==> config.mk <==
export PLATFORM = sky130hd
export DESIGN_NAME = cs_frame_sequencer_flat
export DESIGN_NICKNAME = d
export VERILOG_FILES = /design/src/rtl/cs_pkg.sv /design/src/rtl/cs_frame_sequencer_if.sv /design/src/rtl/cs_byte_router.sv /design/src/rtl/cs_frame_sequencer.sv /design/src/flat_wrapper.sv
export SDC_FILE = /design/constraint.sdc
export NUM_CORES = 1
export LEC_CHECK = 0
export ABC_AREA = 0
export CELL_PAD_IN_SITES_DETAIL_PLACEMENT = 0
export CELL_PAD_IN_SITES_GLOBAL_PLACEMENT = 1
export CORE_MARGIN = 2
export CORE_UTILIZATION = 38
export DETAILED_ROUTE_END_ITERATION = 16
export PLACE_DENSITY_LB_ADDON = 0.1
export SLEW_MARGIN = 20
export SYNTH_ARGS = -nofsm -noshare
export SYNTH_HDL_FRONTEND = slang
export SYNTH_HIERARCHICAL = 1
export SYNTH_SLANG_ARGS = --single-unit
==> constraint.sdc <==
create_clock -name clk -period 4.9 [get_ports clk]
set_input_delay 0.98 -clock clk [delete_from_list [all_inputs] [get_ports clk]]
set_output_delay 0.98 -clock clk [all_outputs]
set_load 0.05 [all_outputs]
==> src/rtl/cs_pkg.sv <==
// Shared types and sizing for the compressive-sensing frame sequencer.
// Buffer lengths drive every address width so a resize touches one line.
package cs_pkg;

  localparam int M_LEN   = 64;
  localparam int PHI_LEN = 16384;
  localparam int N_LEN   = 256;

  localparam int X_AW   = $clog2(M_LEN);
  localparam int PHI_AW = $clog2(PHI_LEN);
  localparam int REC_AW = $clog2(N_LEN);

  typedef enum logic [2:0] {
    LOAD_X,
    LOAD_PHI,
    START,
    RUN,
    FETCH,
    SEND
  } state_e;

  // Which load buffer the byte router is currently filling.
  typedef enum logic [1:0] {
    PH_IDLE,
    PH_X,
    PH_PHI
  } phase_e;

endpackage

==> src/rtl/cs_frame_sequencer_if.sv <==
// Handshake bundle between the sequencer, the OMP core (ap_ctrl_hs) and the SPI sender.
interface cs_frame_sequencer_if;

  logic       omp_start;
  logic       omp_ready;
  logic       omp_done;
  logic       tx_valid;
  logic [7:0] tx_data;
  logic       tx_ack;

  modport master (
    output omp_start, tx_valid, tx_data,
    input  omp_ready, omp_done, tx_ack
  );

  modport slave (
    input  omp_start, tx_valid, tx_data,
    output omp_ready, omp_done, tx_ack
  );

endinterface

==> src/rtl/cs_byte_router.sv <==
// Load-phase byte router: one shared counter demuxes received bytes into the
// measurement or phi buffer with a registered strobe/address/data one cycle later.
module cs_byte_router
  import cs_pkg::*;
(
  input  logic              clk,
  input  logic              rst,
  input  phase_e            phase,
  input  logic              clear,
  input  logic              rx_valid,
  input  logic [7:0]        rx_data,
  output logic              x_we,
  output logic [X_AW-1:0]   x_addr,
  output logic              phi_we,
  output logic [PHI_AW-1:0] phi_addr,
  output logic [7:0]        wr_data,
  output logic              accept,
  output logic              last,
  output logic              cnt_zero
);

  logic [PHI_AW-1:0] cnt_q, cnt_d;
  logic [PHI_AW-1:0] cnt_max;
  logic              x_we_q, x_we_d;
  logic [X_AW-1:0]   x_addr_q, x_addr_d;
  logic              phi_we_q, phi_we_d;
  logic [PHI_AW-1:0] phi_addr_q, phi_addr_d;
  logic [7:0]        wr_data_q, wr_data_d;

  // NOTE: every combinational output is given a default first so no branch can infer a latch.
  always_comb begin
    cnt_max    = (phase == PH_X) ? PHI_AW'(M_LEN - 1) : PHI_AW'(PHI_LEN - 1);
    accept     = rx_valid && (phase != PH_IDLE) && !clear;
    last       = accept && (cnt_q == cnt_max);
    cnt_d      = cnt_q;
    x_we_d     = 1'b0;
    x_addr_d   = x_addr_q;
    phi_we_d   = 1'b0;
    phi_addr_d = phi_addr_q;
    wr_data_d  = wr_data_q;

    // An abort drops the byte arriving alongside it.
    if (clear) begin
      cnt_d = '0;
    end else if (accept) begin
      cnt_d     = last ? '0 : cnt_q + PHI_AW'(1);
      wr_data_d = rx_data;
      if (phase == PH_X) begin
        x_we_d   = 1'b1;
        x_addr_d = cnt_q[X_AW-1:0];
      end else begin
        phi_we_d   = 1'b1;
        phi_addr_d = cnt_q;
      end
    end
  end

  // NOTE: flops use non-blocking assignments so every update sees pre-edge values.
  always_ff @(posedge clk) begin
    if (rst) begin
      cnt_q      <= '0;
      x_we_q     <= 1'b0;
      x_addr_q   <= '0;
      phi_we_q   <= 1'b0;
      phi_addr_q <= '0;
      wr_data_q  <= '0;
    end else begin
      cnt_q      <= cnt_d;
      x_we_q     <= x_we_d;
      x_addr_q   <= x_addr_d;
      phi_we_q   <= phi_we_d;
      phi_addr_q <= phi_addr_d;
      wr_data_q  <= wr_data_d;
    end
  end

  assign x_we     = x_we_q;
  assign x_addr   = x_addr_q;
  assign phi_we   = phi_we_q;
  assign phi_addr = phi_addr_q;
  assign wr_data  = wr_data_q;
  assign cnt_zero = (cnt_q == '0);

endmodule

==> src/rtl/cs_frame_sequencer.sv <==
// Frame controller: load measurement and phi buffers, run the OMP core, then
// stream the reconstruction buffer to the SPI sender one byte per acknowledge.
module cs_frame_sequencer
  import cs_pkg::*;
(
  input  logic                 clk,
  input  logic                 rst,
  input  logic                 ssel,
  input  logic                 rx_valid,
  input  logic [7:0]           rx_data,
  output logic                 x_we,
  output logic [X_AW-1:0]      x_addr,
  output logic                 phi_we,
  output logic [PHI_AW-1:0]    phi_addr,
  output logic [7:0]           wr_data,
  output logic                 rec_re,
  output logic [REC_AW-1:0]    rec_addr,
  input  logic [7:0]           rec_rdata,
  output logic                 busy,
  output logic                 frame_err,
  cs_frame_sequencer_if.master bus
);

  state_e            state_q, state_d;
  logic [REC_AW-1:0] idx_q, idx_d;
  logic              fetch_wait_q, fetch_wait_d;
  logic              tx_valid_q, tx_valid_d;
  logic [7:0]        tx_data_q, tx_data_d;
  logic              omp_start_q, omp_start_d;
  logic              frame_err_q, frame_err_d;
  logic              ssel_q, ssel_d;

  phase_e phase;
  logic   abort;
  logic   accept;
  logic   last;
  logic   cnt_zero;

  assign phase = (state_q == LOAD_X)   ? PH_X   :
                 (state_q == LOAD_PHI) ? PH_PHI : PH_IDLE;

  // A deselect mid-frame aborts; an idle LOAD_X has nothing to abandon.
  assign abort = ssel && !ssel_q &&
                 (((state_q == LOAD_X) && !cnt_zero) || (state_q == LOAD_PHI));

  cs_byte_router u_router (
    .clk      (clk),
    .rst      (rst),
    .phase    (phase),
    .clear    (abort),
    .rx_valid (rx_valid),
    .rx_data  (rx_data),
    .x_we     (x_we),
    .x_addr   (x_addr),
    .phi_we   (phi_we),
    .phi_addr (phi_addr),
    .wr_data  (wr_data),
    .accept   (accept),
    .last     (last),
    .cnt_zero (cnt_zero)
  );

  always_comb begin
    state_d      = state_q;
    idx_d        = idx_q;
    fetch_wait_d = 1'b0;
    tx_valid_d   = tx_valid_q;
    tx_data_d    = tx_data_q;
    frame_err_d  = frame_err_q;
    ssel_d       = ssel;

    case (state_q)
      LOAD_X: begin
        if (abort) begin
          frame_err_d = 1'b1;
        end else if (accept) begin
          if (cnt_zero) frame_err_d = 1'b0;
          if (last)     state_d     = LOAD_PHI;
        end
      end
      LOAD_PHI: begin
        if (abort) begin
          state_d     = LOAD_X;
          frame_err_d = 1'b1;
        end else if (last) begin
          state_d = START;
        end
      end
      START: begin
        if (bus.omp_ready) state_d = bus.omp_done ? FETCH : RUN;
      end
      RUN: begin
        if (bus.omp_done) state_d = FETCH;
      end
      // Two cycles: issue the read, then capture the RAM's registered output.
      FETCH: begin
        if (fetch_wait_q) begin
          tx_data_d  = rec_rdata;
          tx_valid_d = 1'b1;
          state_d    = SEND;
        end else begin
          fetch_wait_d = 1'b1;
        end
      end
      SEND: begin
        if (bus.tx_ack) begin
          tx_valid_d = 1'b0;
          if (idx_q == REC_AW'(N_LEN - 1)) begin
            idx_d   = '0;
            state_d = LOAD_X;
          end else begin
            idx_d   = idx_q + REC_AW'(1);
            state_d = FETCH;
          end
        end
      end
      default: state_d = LOAD_X;
    endcase

    omp_start_d = (state_d == START);
  end

  always_ff @(posedge clk) begin
    if (rst) begin
      state_q      <= LOAD_X;
      idx_q        <= '0;
      fetch_wait_q <= 1'b0;
      tx_valid_q   <= 1'b0;
      tx_data_q    <= '0;
      omp_start_q  <= 1'b0;
      frame_err_q  <= 1'b0;
      // Select idles high, so seeding high keeps reset release from looking like a rise.
      ssel_q       <= 1'b1;
    end else begin
      state_q      <= state_d;
      idx_q        <= idx_d;
      fetch_wait_q <= fetch_wait_d;
      tx_valid_q   <= tx_valid_d;
      tx_data_q    <= tx_data_d;
      omp_start_q  <= omp_start_d;
      frame_err_q  <= frame_err_d;
      ssel_q       <= ssel_d;
    end
  end

  assign rec_re        = (state_q == FETCH) && !fetch_wait_q;
  assign rec_addr      = idx_q;
  assign busy          = !((state_q == LOAD_X) && cnt_zero);
  assign frame_err     = frame_err_q;
  assign bus.omp_start = omp_start_q;
  assign bus.tx_valid  = tx_valid_q;
  assign bus.tx_data   = tx_data_q;

endmodule

==> src/flat_wrapper.sv <==
// flat-port wrapper written by rule: the top's interface ports become plain ports
module cs_frame_sequencer_flat import cs_pkg::*;
  (clk, rst, ssel, rx_valid, rx_data, x_we, x_addr, phi_we, phi_addr, wr_data, rec_re, rec_addr, rec_rdata, busy, frame_err, bus_omp_start, bus_tx_valid, bus_tx_data, bus_omp_ready, bus_omp_done, bus_tx_ack);
  cs_frame_sequencer_if bus_i ();
  input  logic clk;
  input  logic rst;
  input  logic ssel;
  input  logic rx_valid;
  input  logic [7:0] rx_data;
  output logic x_we;
  output logic [X_AW-1:0] x_addr;
  output logic phi_we;
  output logic [PHI_AW-1:0] phi_addr;
  output logic [7:0] wr_data;
  output logic rec_re;
  output logic [REC_AW-1:0] rec_addr;
  input  logic [7:0] rec_rdata;
  output logic busy;
  output logic frame_err;
  output wire logic [$bits(bus_i.omp_start)-1:0] bus_omp_start;
  output wire logic [$bits(bus_i.tx_valid)-1:0] bus_tx_valid;
  output wire logic [$bits(bus_i.tx_data)-1:0] bus_tx_data;
  input wire logic [$bits(bus_i.omp_ready)-1:0] bus_omp_ready;
  input wire logic [$bits(bus_i.omp_done)-1:0] bus_omp_done;
  input wire logic [$bits(bus_i.tx_ack)-1:0] bus_tx_ack;
  assign bus_omp_start = bus_i.omp_start;
  assign bus_tx_valid = bus_i.tx_valid;
  assign bus_tx_data = bus_i.tx_data;
  assign bus_i.omp_ready = bus_omp_ready;
  assign bus_i.omp_done = bus_omp_done;
  assign bus_i.tx_ack = bus_tx_ack;
  cs_frame_sequencer u_core (.clk(clk), .rst(rst), .ssel(ssel), .rx_valid(rx_valid), .rx_data(rx_data), .x_we(x_we), .x_addr(x_addr), .phi_we(phi_we), .phi_addr(phi_addr), .wr_data(wr_data), .rec_re(rec_re), .rec_addr(rec_addr), .rec_rdata(rec_rdata), .busy(busy), .frame_err(frame_err), .bus(bus_i));
endmodule
## Yosys cells after proc, flatten, opt, wreduce, memory -nomap -nowiden

Cells that the tools add are included.

| word-level totals | value |
|---|---|
| bits in registers | 68 |
| bits in latches | 0 |
| bits in writable memories | 0 |
| ROM bits | 0 |
| input port bits | 23 |
| output and inout port bits | 51 |
| memories | 0 |

| operators by class | value |
|---|---|
| $add $sub $neg | 2 |
| multipliers | 0 |
| div/mod/pow operators | 0 |
| $lt $le $gt $ge | 0 |
| equality and inequality tests | 14 |
| shift-type cells | 0 |
| mux-type cells | 28 |
| bitwise logic cells | 4 |
| reduce and logical (&&, ||, !) cells | 29 |

Operators with widths:

| operator | number |
|---|---|
| 3-bit 2-to-1 mux | 11 |
| 14-bit 2-to-1 mux | 2 |
| 3-bit one-hot mux with 6 select lines | 1 |
| 14-bit by 1-bit adder with 14-bit output, second input constant | 1 |
| 14-bit equality test | 1 |
| 14-bit logical NOT | 1 |
| 3-bit by 2-bit equality test with 1-bit output, second input constant | 3 |
| 1-bit 2-to-1 mux | 9 |
| 3-bit AND reduction | 3 |
| 8-bit by 1-bit adder with 8-bit output, second input constant | 1 |
| 8-bit equality test, second input constant | 1 |
| 1-bit logical AND | 8 |
| 8-bit 2-to-1 mux | 1 |
| 3-bit equality test, second input constant | 2 |
| 3-bit by 2-bit != test with 1-bit output, second input constant | 2 |
| 2-bit AND reduction | 3 |
| 2-bit nonzero test | 3 |
| 1-bit logical NOT | 5 |
| 2-bit 2-to-1 mux | 2 |
| 2-bit != test, second input constant | 2 |
| 1-bit inverter | 4 |
| 1-bit one-hot mux with 2 select lines | 2 |
| 4-bit AND reduction | 1 |
| 2-bit OR reduction | 2 |
| 6 further kinds | 6 |

## Logic depth before layout (Yosys ltp)

Gate-level depths: netlist (run 1).

| depth | value |
|---|---|
| word-level depth | 13 |
| depth in mapped cells | 13 |
| depth with buffers taken out | 11 |

## By module

The synthesis (run 1) kept the hierarchy.

Modules (own cells, without submodules):

| module | times used | cells an instance | area an instance (um^2) | seq. area each (um^2) |
|---|---|---|---|---|
| cs_byte_router | 1 | 221 | 1825.5 | 880.8 |
| cs_frame_sequencer | 1 | 120 | 1086.0 | 480.5 |

## Worst setup path before layout (run 1)

OpenSTA, ideal clock, no wires.

| path | value |
|---|---|
| path kind | input to register |
| start | in ssel |
| end | reg u_core.state_q[0] |
| library setup time | 115 ps |
| arrival | 2785 ps |
| data required time | 4785 ps |
| slack | 2000 ps |
| cell stages on the path | 10 |
| path buffers | 2 |
| cells stage by stage | nand2b_1 nor4_1 buf_2 or2_2 clkbuf_1 clkinv_1 and3b_1 o221ai_1 o311ai_1 and2_1 |

| on the way | value |
|---|---|
| word-level cells in the longest chain between the ends | 9 |

RTL lines:

| item | RTL line | RTL |
|---|---|---|
| start: declaration | flat_wrapper.sv:7 | `input logic ssel;` |
| 1-bit logical AND (*) (2 in series) | cs_frame_sequencer.sv:43 | `assign abort = ssel && !ssel_q &&` |
| via u_core.abort | cs_frame_sequencer.sv:34 | `logic abort;` |
| 1-bit logical NOT (*) | cs_byte_router.sv:33 | `accept = rx_valid && (phase != PH_IDLE) && !clear;` |
| 1-bit logical AND (*) | cs_byte_router.sv:33 |  |
| via u_core.accept | cs_frame_sequencer.sv:35 | `logic accept;` |
| 1-bit logical AND | cs_byte_router.sv:34 | `last = accept && (cnt_q == cnt_max);` |
| 3-bit 2-to-1 mux | cs_frame_sequencer.sv:78 | `if (last) state_d = LOAD_PHI;` |
| 3-bit 2-to-1 mux | cs_frame_sequencer.sv:76 | `end else if (accept) begin` |
| 3-bit 2-to-1 mux | cs_frame_sequencer.sv:74 | `if (abort) begin` |
| 3-bit one-hot mux with 6 select lines (*) | cs_frame_sequencer.sv:72 | `case (state_q)` |
| end signal: assignment | cs_frame_sequencer.sv:135 | `state_q <= state_d;` |
| end: declaration | cs_frame_sequencer.sv:24 | `state_e state_q, state_d;` |

The timed path passes the listed nets; every way through them passes the cells marked *.
A chain may end at the register's enable or synchronous reset.

## Worst setup path after layout (run 1)

| path | value |
|---|---|
| start | reg u_core.u_router.cnt_q[10] |
| end | out busy |

| on the way | value |
|---|---|
| word-level cells in the longest chain between the ends | 3 |

RTL lines:

| item | RTL line | RTL |
|---|---|---|
| start: declaration | cs_byte_router.sv:22 | `logic [PHI_AW-1:0] cnt_q, cnt_d;` |
| start signal: assignment | cs_byte_router.sv:68 | `cnt_q <= cnt_d;` |
| 14-bit logical NOT | cs_byte_router.sv:82 | `assign cnt_zero = (cnt_q == '0);` |
| via u_core.cnt_zero | cs_frame_sequencer.sv:37 | `logic cnt_zero;` |
| 1-bit logical AND | cs_frame_sequencer.sv:148 | `assign busy = !((state_q == LOAD_X) && cnt_zero);` |
| 1-bit logical NOT | cs_frame_sequencer.sv:148 |  |
| end: declaration | flat_wrapper.sv:18 | `output logic busy;` |

The timed path passes the listed nets, and every way through them passes these cells.

==> results of run 1 <==
## report_power, final
group | internal (mW) | switching, mW | leakage (nW)
logic | 0.0399 | 0.0595 | 0.684
clock network | 0.243 | 0.201 | 0.0979
registers | 0.561 | 0.00645 | 0.550
## cells in the mapped netlist, types with 4 or more instances
cell type  instances
xor2_1             4
clkbuf_1          11
dfxtp_1           68
o21ai_0            6
or4_1              4
a21oi_1           29
or3_1              7
inv_1              5
and2_1             4
nor3_1             7
mux2i_1           15
buf_2              8
nand3_1           12
nor2_1            31
nand2_1           58
nor4_1             8
a211oi_1           4
xnor2_1            5
nor2b_1            6
## through the flow
stage,hold WS (ns),utilization,instance area [um^2]
final,0.456,0.528,3870
after global routing,0.468,0.528,3870
after CTS,0.456,0.528,3870
after detailed placement,0.446,0.502,3680
after global placement,0.442,0.502,3680
after floorplan,0.460,-,2910
## metal layers
layer,part of all wire,global-route usage
met2,0.41,0.232
met4,0.014,0.0644
met1,0.53,0.249
met5,0,0
met3,0.045,0.0407
## tightest hold or removal path, cell delays in order (launching register included)
cell	delay, ns
dfxtp_1	0.31
nand2_1	0.05
a21oi_1	0.05
## registers in the layout (all words and copies together) (netlist names)
register,flops
u_core/u_router/phi_addr,14
u_core/fetch_wait_q,1
u_core/bus.tx_data,8
u_core/rec_addr,8
u_core/bus.omp_start,1
u_core/bus.tx_valid,1
u_core/u_router/x_addr,6
u_core/u_router/wr_data,8
u_core/u_router/cnt_q,14
u_core/u_router/x_we,1
u_core/u_router/phi_we,1
u_core/ssel_q,1
u_core/state_q,3
u_core/frame_err,1
## cells by family after synthesis
group                      share of synthesized area
AOI/OAI and AO/OA                              0.129
xor gates and xnor gates                      0.0271
adders and majority gates                     0.0129
buffers and inverters                         0.0460
DFF                                            0.468
muxes                                         0.0516
and+or+nand+nor                                0.266
## final cells by class
class | instances | area (um^2)
Clock buffer | 10 | 138
Tap cell | 99 | 124
Timing Repair Buffer | 77 | 756
Clock inverter | 5 | 52.6
Multi-Input combinational cell | 244 | 1420
Fill cell | 698 | 3460
Inverter | 6 | 22.5
Sequential cell | 68 | 1360
## layout by cell type (no fill, tap or decap), types with 2 or more instances in the layout
master / instances
clkdlybuf4s50_1: 72
dfxtp_1: 68
nand2_1: 58
nor2_1: 31
a21oi_1: 29
mux2i_1: 15
nand3_1: 12
clkbuf_8: 10
nor4_1: 8
nor3_1: 7
or3_1: 7
nor2b_1: 6
o21ai_0: 6
inv_1: 5
xnor2_1: 5
and2_1: 4
xor2_1: 4
buf_4: 4
or4_1: 4
a211oi_1: 4
clkinv_2: 3
nand4_1: 3
o211ai_1: 3
o21ai_1: 3
or2_2: 3
ha_1: 3
o31ai_1: 3
nor3b_1: 2
a31oi_1: 2
## worst paths after layout
path,depth (start not counted),to,start
max,5,busy,u_core/u_router/cnt_q[10]$_SDFFE_PP0P_
min,2,u_core/u_router/wr_data[3]$_SDFFE_PP0N_,u_core/u_router/wr_data[3]$_SDFFE_PP0N_
max reg2reg,11,u_core/state_q[0]$_SDFF_PP0_,u_core/u_router/cnt_q[10]$_SDFFE_PP0P_
min reg2reg,2,u_core/u_router/wr_data[3]$_SDFFE_PP0N_,u_core/u_router/wr_data[3]$_SDFFE_PP0N_
==> run summary, run 1 <==
• **global-route usage over all layers** 0.168
• **initial antenna violation count** 0
• **post-DR vias/cell** 5.05
• **sum of overflow across all layers after global routing** 0
• **clock latency of the later-clocked register in the worst-skew pair** 0.33 ns
• **wire length of the first global-routing pass** 11,500 um
• **WL/cell** 13.6 um
• **post-synthesis cell area** 0.00291 mm^2
• **H-Tree Depth** 3
• **most used flip-flop cell after synthesis** dfxtp_1
• **final weighted congestion in routability-driven placement** 0.795
• **Detailed Route WL** 6900 um
• **area fraction of the dominant cell type after synthesis** 0.468
• **setup repair after global routing missed its margin** no
• **final setup slack of the worst path** 1.46 ns
• **worst slew pin tran** 0.951 ns
• **Max Root-Sink Buffers** 2
• **number of placed I/O pins** 74
• **total of flip-flops plus latches after synthesis** 68
• **via count of the first global-routing pass** 2,331
• **maximum number of pins on one net before global-route repair** 52
• **TritonCTS clock tree** done
• **cell-by-cell listing of the critical path** nor4_1, and4_1, nor2b_1, nand2_1, clkdlybuf4s50_1
• **number of distinct standard cells referenced by the synthesized netlist** 53
• **maximum cell stage delay along the critical path** 0.71 ns
• **LEAKAGE** 1.33 nW
• **starting utilization of the core area** 0.397
• **EDFF count, synth** 0
• **syn avg cell area** 8.54 um^2
• **Mapped Cells** 341
• **WP data required** 3.92 ns
• **Final nets** 432
• **slack of the worst reg-to-reg path** 1.53 ns
• **largest clock skew in the final design** 0.00693 ns
• **kind of launch point of the worst setup path** flop
• **height of the die** 91.5 um
• **Peak VDD IR** 0.157 mV
• **area growth from synthesis to final layout** 32.9%
• **# Post-CTS Setup Buffers** 0
• **worst-case headroom to the max-slew limit** 0.366
• **Min-Delay Path Class** reg -> reg
• **post-CTS sizing** 0
• **n_diodes** 0
• **pre-CTS setup slack** 1.32 ns
• **Post-CTS Hold Fix Bufs** 0
• **run status** finished clean
• **layout cell share with drive strength beyond 1** 0.0732
• **crit path max fanout** 7
• **total half-perimeter wirelength after legalization and detailed placement** 4830 um
• **remaining design rule violation count** 0
• **initial DRC count** 121
• **clock sink total** 68
• **warning count from the yosys run** 6
• **area of the die** 0.00838 mm^2
• **sort of element at the end of the critical path** output pin
• **Port Buf Inserts** 73
• **overall power** 1.11 mW
• **total count of hold-check failures in the final report** 0
• **clock-pin slew on the worst setup and hold paths** 0.07 ns
• **total buffers and inverters traversed by the critical path** 1
• **cell family with most CP delay** simple AND/OR/NAND/NOR gates
• **maximum clock frequency** 291 MHz
• **biggest area consumer among synthesized cells** dfxtp_1
• **Setup CP Type** reg -> out
• **largest cells by area after synthesis** dfxtp_1 (47%), nand2_1 (7.5%), mux2i_1 (5.2%), a21oi_1 (5.0%), nor2_1 (4.0%)
• **Final Setup Violations** 0
• **nets in the synthesized netlist** 367
• **Slowest cell on crit path** clkdlybuf4s50_1
• **cell at the root of the clock tree** clkbuf_8
• **number of buffers added by the clock tree synthesis step** 9
• **DP Cell Count** 494
• **max-capacitance violation count** 0
• **proportion of synthesized chip area in sequential cells** 0.468
• **Total Neg Setup Slack** 0 ns
• **number of vias after detailed routing** 2,572
• **CP Data Arrival Time** 2.46 ns
• **number of placement rows** 31
• **post-route clock period utilization** 0.701
• **Post-Layout Cell Count** 509
• **post-route antenna net violation count** 0
• **Min Clock Period, post-route** 3.44 ns
• **FFs w/ async S/R, synth** 0
• **Floorplan Core Area** 0.00733 mm^2
• **power density over cell area** 287 mW/mm^2
• **number of detailed-routing iterations run before antenna repair** 4
• **Die W** 91.5 um
• **max-slew violation count** 0
(Power assumes the default switching activity.)
==> run 2: changes to the inputs <==
--- a/config.mk
+++ b/config.mk
@@ -9,7 +9,7 @@
 export CELL_PAD_IN_SITES_DETAIL_PLACEMENT = 0
 export CELL_PAD_IN_SITES_GLOBAL_PLACEMENT = 1
 export CORE_MARGIN = 2
-export CORE_UTILIZATION = 38
+export CORE_UTILIZATION = 32
 export DETAILED_ROUTE_END_ITERATION = 16
 export PLACE_DENSITY_LB_ADDON = 0.1
 export SLEW_MARGIN = 20
==> constraint.sdc (replaced) <==
create_clock -name clk -period 2.8 [get_ports clk]
set_input_delay 0.56 -clock clk [delete_from_list [all_inputs] [get_ports clk]]
set_output_delay 0.56 -clock clk [all_outputs]
set_load 0.05 [all_outputs]
==> run 2 against run 1 <==
Against the previous run: die area grew 18%; design area up 7.0%; sequential cell count is the same; routed wire length grew 11%; non-clock buffer count grew 26; clock power up 100%; sequential power increased by 74%; first-iteration DRC count fell by 16%; clock skew increased by 0.0024 ns; hold slack lost 0.0014 ns; critical endpoint is now u_core/u_router/cnt_q[12]$_SDFFE_PP0P_; largest cell class unchanged; highest routed layer unchanged.
==> run summary, run 2 (same netlist as run 1, synthesis figures left out) <==
• **total half-perimeter wirelength after legalization and detailed placement** 5510 um
• **startpoint of the most critical hold path** u_core/u_router/wr_data[4]$_SDFFE_PP0N_
• **TritonCTS clock tree** done
• **slack of the worst reg-to-reg path** 0.12 ns
• **Final nets** 458
• **crit path max fanout** 5
• **power density over cell area** 505 mW/mm^2
• **Min Clock Period, post-route** 2.68 ns
• **end of the worst register-to-register path** u_core/u_router/cnt_q[12]$_SDFFE_PP0P_
• **r2r startpoint** u_core/u_router/cnt_q[10]$_SDFFE_PP0P_
• **max-capacitance violation count** 0
• **clock-pin slew on the worst setup and hold paths** 0.08 ns
• **run status** finished clean
• **Setup CP Type** reg -> reg
• **n_diodes** 0
• **# Post-CTS Setup Buffers** 0
• **largest clock skew in the final design** 0.00937 ns
• **area of the die** 0.00988 mm^2
• **via count of the first global-routing pass** 2,555
• **height of the die** 99.4 um
• **worst hold stages** 2
• **layout cell share with drive strength beyond 1** 0.140
• **clock sink total** 68
• **CP Data Arrival Time** 2.95 ns
• **Floorplan Core Area** 0.00876 mm^2
• **Total Neg Setup Slack** 0 ns
• **Max Root-Sink Buffers** 2
• **sum of overflow across all layers after global routing** 0
• **final weighted congestion in routability-driven placement** 0.821
• **Die W** 99.4 um
• **most common cell after layout, fill and taps aside** clkdlybuf4s50_1
• **global-route usage over all layers** 0.160
• **starting utilization of the core area** 0.332
• **wire length of the first global-routing pass** 12,600 um
• **Detailed Route WL** 7650 um
• **Peak VDD IR** 0.217 mV
• **cell at the root of the clock tree** clkbuf_8
• **WL/cell** 14.0 um
• **total count of hold-check failures in the final report** 0
• **most frequent cells in the layout** clkdlybuf4s50_1 (71), dfxtp_1 (68), nand2_1 (58)
• **post-route clock period utilization** 0.956
• **initial antenna violation count** 0
• **area growth from synthesis to final layout** 42.2%
• **clock latency of the later-clocked register in the worst-skew pair** 0.34 ns
• **H-Tree Depth** 3
• **maximum clock frequency** 374 MHz
• **number of placement rows** 34
• **maximum number of pins on one net before global-route repair** 50
• **final core utilization** 0.472
• **worst slew pin tran** 0.543 ns
• **Post-CTS Hold Fix Bufs** 0
• **post-DR vias/cell** 4.83
• **max-slew violation count** 0
• **number of detailed-routing iterations run before antenna repair** 4
• **depth of the most critical reg-to-reg path** 8
• **post-route antenna net violation count** 0
• **LEAKAGE** 1.49 nW
• **sort of element at the end of the critical path** flop
• **Worst Hold End** u_core/u_router/wr_data[4]$_SDFFE_PP0N_
• **initial DRC count** 102
• **worst-case headroom to the max-slew limit** 0.638
• **Final Setup Violations** 0
• **pre-CTS setup slack** 0.0654 ns
• **Final Hold Slack** 0.454 ns
• **number of placed I/O pins** 74
• **final setup slack of the worst path** 0.123 ns
• **WP data required** 3.07 ns
• **kind of launch point of the worst setup path** flop
• **Port Buf Inserts** 73
• **remaining design rule violation count** 0
• **post-CTS sizing** 0
• **number of vias after detailed routing** 2,632
• **Min-Delay Path Class** reg -> reg
• **number of buffers added by the clock tree synthesis step** 9
-- run 2: changes by cell type in the layout (fill, tap and decap cells not counted), sizes merged --
cell,delta
clkinv,-2
clkdlybuf4s50,-1
bufinv,+1
buf,+27
clkinvlp,+2
-- run 2: layer usage --
layer | track usage | up-vias | share of wire
li1 | - | 1367 | -
met1 | 0.232 | 1197 | 0.51
met2 | 0.229 | 63 | 0.42
met3 | 0.0457 | 5 | 0.061
met4 | 0.0485 | 0 | 0.0082
met5 | 0 | - | 0
-- run 2: worst max-delay path, cell delays in order (launching register included) --
cell and delay, ns:
dfxtp_1 0.33, nor4_2 0.33, and4_1 0.24, nor2b_1 0.17, nor4_1 0.08, or4_1 0.62, buf_4 0.19, or4_1 0.49
a21oi_1 0.16
-- run 2: layout make-up --
type | count | area (um^2)
clock inverter | 6 | 87.6
timing repair buffer | 103 | 948
clock buffer | 10 | 138
inverter | 6 | 23.8
sequential | 68 | 1360
fill | 883 | 4620
tap | 108 | 135
multi-input combinational | 244 | 1450
-- run 2: report_power, final --
group | internal [mW] | switching, mW
combinational | 0.0807 | 0.113
sequential | 0.981 | 0.00662
clock | 0.524 | 0.386
-- run 2: worst max-delay path by stage --
stage | startpoint | end | slack, ns | cells past startpoint
global route | u_core/u_router/cnt_q[10]$_SDFFE_PP0P_ | u_core/state_q[0]$_SDFF_PP0_ | -0.03 | 10
CTS | u_core/u_router/cnt_q[6]$_SDFFE_PP0P_ | u_core/u_router/cnt_q[12]$_SDFFE_PP0P_ | 0.04 | 8
finish | u_core/u_router/cnt_q[10]$_SDFFE_PP0P_ | u_core/u_router/cnt_q[12]$_SDFFE_PP0P_ | 0.12 | 8
detailed placement | u_core/u_router/cnt_q[6]$_SDFFE_PP0P_ | u_core/u_router/cnt_q[12]$_SDFFE_PP0P_ | 0.07 | 8
global placement | ssel | u_core/u_router/cnt_q[12]$_SDFFE_PP0P_ | 0.09 | 7
floorplan | u_core/u_router/cnt_q[10]$_SDFFE_PP0P_ | u_core/state_q[0]$_SDFF_PP0_ | 0.02 | 12
-- run 2: per-stage QoR --
step	total power, mW	cells	cell area [um^2]
2_1_floorplan	1.11	341	2920
3_3_place_gp	1.21	529	3890
3_5_place_dp	1.20	529	3890
4_1_cts	2.12	545	4120
5_1_grt	2.19	545	4140
6_report	2.09	545	4140
==> run 3: changes to the inputs <==
--- a/config.mk
+++ b/config.mk
@@ -11,7 +11,9 @@
 export CORE_MARGIN = 2
 export CORE_UTILIZATION = 32
 export DETAILED_ROUTE_END_ITERATION = 16
+export HOLD_SLACK_MARGIN = 0.15
 export PLACE_DENSITY_LB_ADDON = 0.1
+export SETUP_SLACK_MARGIN = 0.05
 export SLEW_MARGIN = 20
 export SYNTH_ARGS = -nofsm -noshare
 export SYNTH_HDL_FRONTEND = slang
==> run 3 against run 2 <==
Against the previous run: combinational power about the same; critical endpoint unchanged; critical path type unchanged; highest routed layer unchanged; routed wire length decreased by 4.2%; sequential share of layout area decreased by 0.43 points.
==> run summary, run 3 (same netlist as run 1, synthesis figures left out) <==
• **worst-case headroom to the max-slew limit** 0.635
• **starting utilization of the core area** 0.332
• **crit path max fanout** 5
• **initial DRC count** 92
• **WP data required** 3.08 ns
• **run status** finished clean
• **highest-utilization routing layer at the global route stage** met2
• **Die W** 99.4 um
• **clock-pin slew on the worst setup and hold paths** 0.07 ns
• **total count of hold-check failures in the final report** 0
• **number of inserted filler cells in the final layout** 862
• **Detailed Route WL** 7330 um
• **global-route usage over all layers** 0.155
• **Min Clock Period, post-route** 2.62 ns
• **met2 routing resource usage after global routing** 0.244
• **Total Neg Setup Slack** 0 ns
• **largest clock skew in the final design** 0.00836 ns
• **WL/cell** 13.5 um
• **clock sink total** 68
• **H-Tree Depth** 3
• **sort of element at the end of the critical path** flop
• **Floorplan Core Area** 0.00876 mm^2
• **Final nets** 456
• **worst slew pin tran** 0.547 ns
• **setup repair after global routing missed its margin** no
• **most frequent cells in the layout** clkdlybuf4s50_1 (71), dfxtp_1 (68), nand2_1 (58)
• **final weighted congestion in routability-driven placement** 0.761
• **post-route antenna net violation count** 0
• **n_diodes** 0
• **sequential share of power** 0.435
• **area growth from synthesis to final layout** 44.0%
• **height of the die** 99.4 um
• **proportion of power drawn by the clock network** 0.481
• **LEAKAGE** 1.51 nW
• **number of buffers added by the clock tree synthesis step** 9
• **initial antenna violation count** 0
• **Port Buf Inserts** 73
• **Post-CTS Hold Fix Bufs** 0
• **Max Root-Sink Buffers** 2
• **wire length of the first global-routing pass** 12,100 um
• **Setup CP Type** reg -> reg
• **max-capacitance violation count** 0
• **via count of the first global-routing pass** 2,481
• **number of placement rows** 34
• **final core utilization** 0.479
• **# Post-CTS Setup Buffers** 0
• **max-slew violation count** 0
• **clock latency of the later-clocked register in the worst-skew pair** 0.34 ns
• **maximum clock frequency** 382 MHz
• **switching power** 0.502 mW
• **Sw Ratio** 0.221
• **sum of overflow across all layers after global routing** 0
• **total half-perimeter wirelength after legalization and detailed placement** 5150 um
• **GR met3 Demand/Resource** 0.0415
• **number of detailed-routing iterations run before antenna repair** 4
• **TritonCTS clock tree** done
• **CP Data Arrival Time** 2.90 ns
• **area of the die** 0.00988 mm^2
• **layout cell share with drive strength beyond 1** 0.143
• **power density over cell area** 541 mW/mm^2
• **met1 Resource Use GR** 0.198
• **Final Setup Violations** 0
• **number of placed I/O pins** 74
• **storage element area** 0.00136 mm^2
• **Peak VDD IR** 0.259 mV
• **most common cell after layout, fill and taps aside** clkdlybuf4s50_1
• **post-DR vias/cell** 4.91
• **cell-internal power** 1.77 mW
• **cell at the root of the clock tree** clkbuf_8
• **combinational group share of total power** 0.084
• **Min-Delay Path Class** reg -> reg
• **remaining design rule violation count** 0
• **post-route clock period utilization** 0.936
• **maximum number of pins on one net before global-route repair** 51
• **combined area of the multi-input logic cells** 0.00147 mm^2
• **kind of launch point of the worst setup path** flop
• **number of vias after detailed routing** 2,664
## run 3: cell types whose count changed in the layout (fill, tap and decap cells not counted), sizes merged
cell and delta:
buf -2, bufinv +2, clkinv -1, clkinvlp -1
## run 3: layer usage
metal,share of wire,routed length [um],vias to the layer above
li1,-,-,1369
met4,0.015,109,0
met2,0.47,3440,60
met5,0,0,-
met1,0.46,3380,1226
met3,0.055,402,9
## run 3: worst paths after layout
kind | from | to | slack, ns | cells after the start
min | u_core/u_router/phi_addr[12]$_SDFFE_PP0P_ | u_core/u_router/phi_addr[12]$_SDFFE_PP0P_ | 0.45 | 2
max reg2reg | u_core/u_router/cnt_q[12]$_SDFFE_PP0P_ | u_core/u_router/cnt_q[12]$_SDFFE_PP0P_ | 0.18 | 8
min reg2reg | u_core/u_router/phi_addr[12]$_SDFFE_PP0P_ | u_core/u_router/phi_addr[12]$_SDFFE_PP0P_ | 0.45 | 2
max | u_core/u_router/cnt_q[12]$_SDFFE_PP0P_ | u_core/u_router/cnt_q[12]$_SDFFE_PP0P_ | 0.18 | 8
## run 3: per-stage QoR
step | power, mW | hold slack, ns | cell area (um^2) | worst slack [ns] | cells
5_1_grt | 2.37 | 0.476 | 4190 | 0.0692 | 543
6_report | 2.27 | 0.455 | 4190 | 0.180 | 543
3_5_place_dp | 1.20 | 0.447 | 3880 | 0.0485 | 527
2_1_floorplan | 1.12 | 0.460 | 2920 | 0.0769 | 341
4_1_cts | 2.30 | 0.457 | 4160 | 0.0735 | 543
3_3_place_gp | 1.20 | 0.442 | 3880 | 0.112 | 527
## run 3: final cells by class
type / instances / share of cell area
multi-input cells: 244 / 0.350
flip-flops and latches: 68 / 0.325
repair buffers: 101 / 0.223
clock buffers: 10 / 0.0328
clock inverters: 6 / 0.0322
well taps: 108 / 0.0322
inverters: 6 / 0.00567
## run 3: power groups by stage
stage,clock network [mW],registers (mW),logic (mW)
2_1_floorplan,0,1.05,0.0646
3_3_place_gp,0,1.01,0.193
3_5_place_dp,0,1.01,0.192
4_1_cts,1.12,0.988,0.193
5_1_grt,1.17,0.990,0.205
6_report,1.09,0.988,0.191
## run 3: worst max-delay path, cell delays in order (launching register included)
cell	delay, ns
dfxtp_1	0.38
nor4_4	0.26
and4_1	0.24
nor2b_2	0.15
nor4_1	0.07
or4_1	0.62
buf_4	0.19
or4_1	0.50
a21oi_1	0.14
## run 3: repair_timing
action | 4_1_cts | 5_1_grt
endpoints found under the setup margin | 1 | 6
endpoints found under the hold margin | 0 | 0
gates resized for setup | 1 | 5
